**config.mk**
```make
export PLATFORM = sky130hd
export DESIGN_NAME = serial_control
export DESIGN_NICKNAME = d
export VERILOG_FILES = /design/src/rtl/serial_control_pkg.sv /design/src/rtl/serial_control_shift_counter.sv /design/src/rtl/serial_control.sv
export SDC_FILE = /design/constraint.sdc
export NUM_CORES = 1
export LEC_CHECK = 0
export ABC_AREA = 1
export CAP_MARGIN = 20
export CORE_AREA = 2 2 39 41
export DETAILED_ROUTE_END_ITERATION = 10
export DIE_AREA = 0 0 41 43
export GPL_ROUTABILITY_DRIVEN = 0
export GPL_TIMING_DRIVEN = 0
export PLACE_DENSITY = 0.49
export SLEW_MARGIN = 20
export SYNTH_ARGS = -nofsm -noshare
export SYNTH_HDL_FRONTEND = slang
export SYNTH_HIERARCHICAL = 1
export SYNTH_SLANG_ARGS = --single-unit
```
**constraint.sdc**
```tcl
create_clock -name Clk -period 2.1 [get_ports Clk]
set_input_delay 0.315 -clock Clk [delete_from_list [all_inputs] [get_ports Clk]]
set_output_delay 0.315 -clock Clk [all_outputs]
set_load 0.005 [all_outputs]
```
**src/rtl/serial_control_pkg.sv**
```systemverilog
// Shared types and constants for the serial_control FSM and its shift counter.
package serial_control_pkg;

  typedef enum logic [1:0] {
    IDLE  = 2'd0,
    SHIFT = 2'd1,
    HOLD  = 2'd2
  } ctrl_state_t;

  localparam int DEFAULT_N_SHIFTS = 8;

endpackage

```
**src/rtl/serial_control_shift_counter.sv**
```systemverilog
// Shift-cycle counter: steps 0..N_SHIFTS-1 while enabled, pulses wrap on the last step.
module shift_counter
  import serial_control_pkg::*;
#(
  parameter  int N_SHIFTS = DEFAULT_N_SHIFTS,
  localparam int CNT_W    = $clog2(N_SHIFTS)
) (
  input  logic             Clk,
  input  logic             Reset,
  input  logic             enable,
  output logic             wrap,
  output logic [CNT_W-1:0] count
);

  localparam logic [CNT_W-1:0] LAST = CNT_W'(N_SHIFTS - 1);

  assign wrap = enable && (count == LAST);

  always_ff @(posedge Clk or posedge Reset) begin
    if (Reset) begin
      count <= '0;
    end else if (wrap) begin
      count <= '0;
    end else if (enable) begin
      count <= count + CNT_W'(1);
    end
  end

endmodule

```
**src/rtl/serial_control.sv**
```systemverilog
// Control FSM for the 8-bit serial datapath: loads in IDLE, N_SHIFTS shifts per Execute press.
// Optional: define SERIAL_CONTROL_EXEC_SYNC_EN to pass Execute through a 2-flop synchronizer.
module serial_control
  import serial_control_pkg::*;
#(
  parameter  int N_SHIFTS = DEFAULT_N_SHIFTS,
  localparam int CNT_W    = $clog2(N_SHIFTS)
) (
  input  logic             Clk,
  input  logic             Reset,
  input  logic             Execute,
  input  logic             LoadA,
  input  logic             LoadB,
  output logic             Ld_A,
  output logic             Ld_B,
  output logic             Shift_En,
  output logic             Done,
  output logic [CNT_W-1:0] Count
);

  ctrl_state_t state_reg;
  ctrl_state_t state_next;
  logic        exec_fsm;
  logic        wrap;

`ifdef SERIAL_CONTROL_EXEC_SYNC_EN
  logic [1:0] exec_sync_reg;

  always_ff @(posedge Clk or posedge Reset) begin
    if (Reset) begin
      exec_sync_reg <= '0;
    end else begin
      exec_sync_reg <= {exec_sync_reg[0], Execute};
    end
  end

  assign exec_fsm = exec_sync_reg[1];
`else
  assign exec_fsm = Execute;
`endif

  shift_counter #(
    .N_SHIFTS(N_SHIFTS)
  ) u_shift_counter (
    .Clk   (Clk),
    .Reset (Reset),
    .enable(state_reg == SHIFT),
    .wrap  (wrap),
    .count (Count)
  );

  always_ff @(posedge Clk or posedge Reset) begin
    if (Reset) begin
      state_reg <= IDLE;
    end else begin
      state_reg <= state_next;
    end
  end

  // Load enables are combinational from the switches, so they are gated by Reset
  // to stay low while the FSM is held in IDLE by reset.
  always_comb begin
    state_next = state_reg;
    Ld_A       = 1'b0;
    Ld_B       = 1'b0;
    Shift_En   = 1'b0;
    Done       = 1'b0;
    case (state_reg)
      IDLE: begin
        Ld_A = LoadA & ~exec_fsm & ~Reset;
        Ld_B = LoadB & ~exec_fsm & ~Reset;
        if (exec_fsm) begin
          state_next = SHIFT;
        end
      end
      SHIFT: begin
        Shift_En = 1'b1;
        if (wrap) begin
          state_next = HOLD;
        end
      end
      HOLD: begin
        Done = 1'b1;
        if (!exec_fsm) begin
          state_next = IDLE;
        end
      end
      default: begin
        state_next = IDLE;
      end
    endcase
  end

endmodule

```
; ---- Word-level counts from Yosys, hierarchy flattened
; Cells that the tools add are included.
[classes]
addsub = 1
n_eq_ne = 6
mux = 10
bitwise_logic = 6
n_reduce_logical = 4
[op_table]
columns = cell, count
row1 = 2-bit two-way mux, 3
row2 = 3-bit two-way mux, 2
row3 = "2-bit inequality test, second input constant", 3
row4 = 2-bit one-hot mux with 3 select lines, 1
row5 = 1-bit bitwise AND, 4
row6 = 1-bit two-way mux, 4
row7 = "3-bit by 1-bit adder with 3-bit output, second input constant", 1
row8 = "3-bit == test, second input constant", 1
row9 = 3-bit AND reduction, 1
row10 = "2-bit by 1-bit == test with 1-bit output, second input constant", 1
row11 = "2-bit == test, second input constant", 1
row12 = 2-bit zero test, 1
row13 = 1-bit NOT, 2
row14 = 2-bit nonzero test, 1
row15 = 1-bit logical AND, 1
[word_totals]
register_bits = 5
in_bits = 5
out_inout_bits = 7

; ---- Depth between registers and ports, before layout
; Gate-level depths: netlist of run 1.
[logic_depth]
ltp_word = 4
ltp_mapped = 6
depth_no_buf = 6

; ---- Modules after synthesis
; Netlist of run 1, hierarchy kept.
[by_module_without_submodules]
columns = module, n_inst, cells_per_inst, area_each_um2, seq_area_each_um2
row1 = shift_counter, 1, 20, 158.9, 75.1
row2 = serial_control, 1, 20, 126.4, 50.0

; ---- Worst setup path after synthesis of run 1
; OpenSTA, ideal clock, no wires.
[synth_timing]
kind = register to register
startpoint = register state_reg[0]
endpoint = register state_reg[0]
setup_ns = 0.118
arrival_ns = 1.011
required_ns = 1.982
path_slack_ns = 0.971
stages_incl_launch_ff = 7
n_path_buf = 0
period_less_slack_ns = 1.129
path_cell_list = dfrtp_1 > inv_1 > nor2_1 > nand2_1 > inv_1 > nand3b_1 > nand2_1
[synth_between]
elab_chain_cells = 4
word_cells_on_any_way = 9
[synth_lines]
columns = element, line_no
row1 = "start, declared", serial_control.sv:21  ; ctrl_state_t state_reg;
row2 = "start signal, assigned", serial_control.sv:56  ; state_reg <= state_next;
row3 = 2-bit by 1-bit == test with 1-bit output, serial_control.sv:47  ; .enable(state_reg == SHIFT),
row4 = 1-bit logical AND, serial_control_shift_counter.sv:17  ; assign wrap = enable && (count == LAST);
row5 = net wrap, serial_control.sv:24  ; logic wrap;
row6 = 2-bit inequality test (no source line), --
row7 = 3-bit AND reduction (no source line), --
; The timed path passes the listed nets, and every way through them passes these cells.
; A chain may end at the register's enable or synchronous reset.

; ---- Final worst setup path of run 1
[layout_timing]
startpoint = input port Reset
endpoint = output port Ld_A
[layout_between]
elab_chain_cells = 3
[layout_lines]
columns = element, line_no
row1 = "start, declared", serial_control.sv:10  ; input logic Reset,
row2 = 1-bit NOT, serial_control.sv:70  ; Ld_A = LoadA & ~exec_fsm & ~Reset;
row3 = 1-bit bitwise AND, serial_control.sv:70
row4 = 1-bit two-way mux, serial_control.sv:68  ; case (state_reg)
row5 = "end, declared", serial_control.sv:14  ; output logic Ld_A,
; Every way passes these cells.

==> results of run 1 <==
[per-layer routing]
layer,up-vias,routed length [µm],track usage (%)
met5,-,0,0
met4,0,0,6.00
met3,0,64,6.28
met2,11,245,11.3
met1,112,246,8.91
li1,150,-,-
[through the flow]
stage          setup slack, ns  instance area [µm²]
3_3_place_gp             0.255                  415
2_1_floorplan            0.971                  285
4_1_cts                  0.126                  442
5_1_grt                  0.125                  444
6_report                 0.265                  444
3_5_place_dp             0.247                  415
[what timing repair did]
action                     in CTS  in global routing
setup endpoints to repair       0                  1
buffers inserted                0                  0
gates resized for setup         0                  1
hold buffers                    0                  0
[final timing paths]
path,endpoint,slack (ns),depth (start not counted)
max in group asynchronous,state_reg[1]$_DFFE_PP0P_,1.69,2
hold reg to reg,u_shift_counter/count[2]$_DFFE_PP0P_,0.52,2
hold / removal,u_shift_counter/count[0]$_DFFE_PP0P_,0.27,2
setup reg to reg,state_reg[0]$_DFFE_PP0P_,0.94,6
min in group Clk,u_shift_counter/count[2]$_DFFE_PP0P_,0.52,2
setup / recovery,Ld_A,0.26,5
[Yosys cell counts]
library cell / number
nor2_2: 1
inv_2: 1
inv_1: 8
nand2_1: 14
nor2_1: 4
ha_1: 2
dfrtp_1: 5
nand3b_1: 1
nand3_1: 4
[where the power goes]
part           switching, µW  internal, µW  leakage, µW
clock network           38.7          71.8    0.0000150
registers               42.6           141    0.0000608
logic                    122           143     0.000160
[worst register-to-register path, cell delays in order, from the launching register on]
cell and delay, ns:
dfrtp_1 0.40, ha_1 0.21, ha_1 0.19, nand2_1 0.06, inv_1 0.04, nand3b_1 0.14, nand2_1 0.06
[cell type report]
class                           count  area, µm²  area share [%]
Multi-Input combinational cell     26        129            29.0
Inverter                            9       33.8            7.61
Timing Repair Buffer               11        110            24.8
Sequential cell                     5        125            28.2
Tap cell                           16       20.0            4.51
Clock buffer                        4       26.3            5.92
[kinds of logic after synthesis]
| group | after synthesis | share of synthesized area [%] |
|---|---|---|
| fa+ha+maj | 2 | 8.77 |
| buf+inv | 9 | 11.8 |
| flops | 5 | 43.9 |
| simple gates | 24 | 35.5 |
==> qor.csv, run 1 <==
metric;value;unit
drt_iter0_drc;3;
yosysUniqueCellTypes;9;
critical_path_arrival;1.52;ns
via_per_inst;3.85;
rows;14;
p_total;560;µW
critPathMostFrequentCell;clkdlybuf4s50_1;
status;finished clean;
cts_buffer_depth;2;
setup_viol;0;
yosysSeqAreaShare;43.9;%
vdd_drop_max;0.516;mV
ant_nets;0;
antenna_cells;0;
tightest_slew;0.259;ns
die-area;0.00176;mm²
ys_seq_elements;5;
fp.dieW;41;µm
grt_first_pass_wirelength;931;µm
critPathLaunchType;input pin;
largest_register_ffs;3;
place_inst;67;
cts_root_buf;clkbuf_4;
hold_class;in2async;
critPathMaxStageDelay;0.50;ns
htreeDepth;1;
syn_nets;47;
start_util;20.6;%
dp_hpwl;447;µm
antenna_found_initial;0;
drive_gt1_share;10.9;%
wire_per_inst;7.85;µm
grt_start_max_net_pins;7;
powerDensity;1260;mW/mm²
synth_cells;40;
gr-total-overflow;0;
crit_buf_inv;3;
via_count;273;
top_level_ports;12;
synth_area;285;µm²
insertion_delay;0.24;ns
grt_pass1_vias;252;
area_growth;55.7;%
cts_tree;done;
io_buffers;11;
grt_util_all_layers;8.50;%
clock.fmax;0.545;GHz
cp_max_fo;4;
yosysTopAreaCellShare;43.9;%
leakage;0.000236;µW
dr.pass1.iters;2;
fin_util;32.1;%
wirelength;557;µm
layout_common_cells;nand2_1, clkdlybuf4s50_1, inv_1, dfrtp_1, nand3_1;
hold_ws;0.273;ns
n_fill_cell;167;
rsz0062_at_grt;false;
clk_pin_slew;0.04;ns
stdcell_count;71;
final_common_cell;nand2_1;
tns;0;ns
synth_top_cell_by_area;dfrtp_1;
cap_violations;0;
cts_buffers;3;
max_slew_margin;82.7;%
nNetsFinal;63;
ys_top_cells_by_area;dfrtp_1, nand2_1, inv_1, ha_1, nand3_1;
slew_violations;0;
finClkSkew;0.000706;ns
worst_path_max_delay_cell;clkdlybuf4s50_1;
worst_setup_path_end_kind;output pin;
worst-setup-path-type;in2out;
startpoint;Reset;
hold_violations;0;
r2r-start;u_shift_counter/count[0]$_DFFE_PP0P_;
core_area;0.00138;mm²
drc;0;
fin_crit;1.84;ns
cp.required;1.78;ns
critPathTopFamily;buffers and inverters;
syn_avg_cell_area;7.13;µm²
post-route-period-util;87.4;%
fp.dieH;43;µm
yosysWarningCount;6;
cts.sinks;5;
crit_path_cell_trace;clkdlybuf4s50_1, inv_1, nand2_1, nor2_1, clkdlybuf4s50_1;
No activity file was read; power rests on OpenSTA's default activity.
==> run 2: changes to the inputs <==
SLEW_MARGIN = default   (was 20)
==> results of run 2 <==
Same layout as run 1: the final DEF is identical, and so are final timing and power.
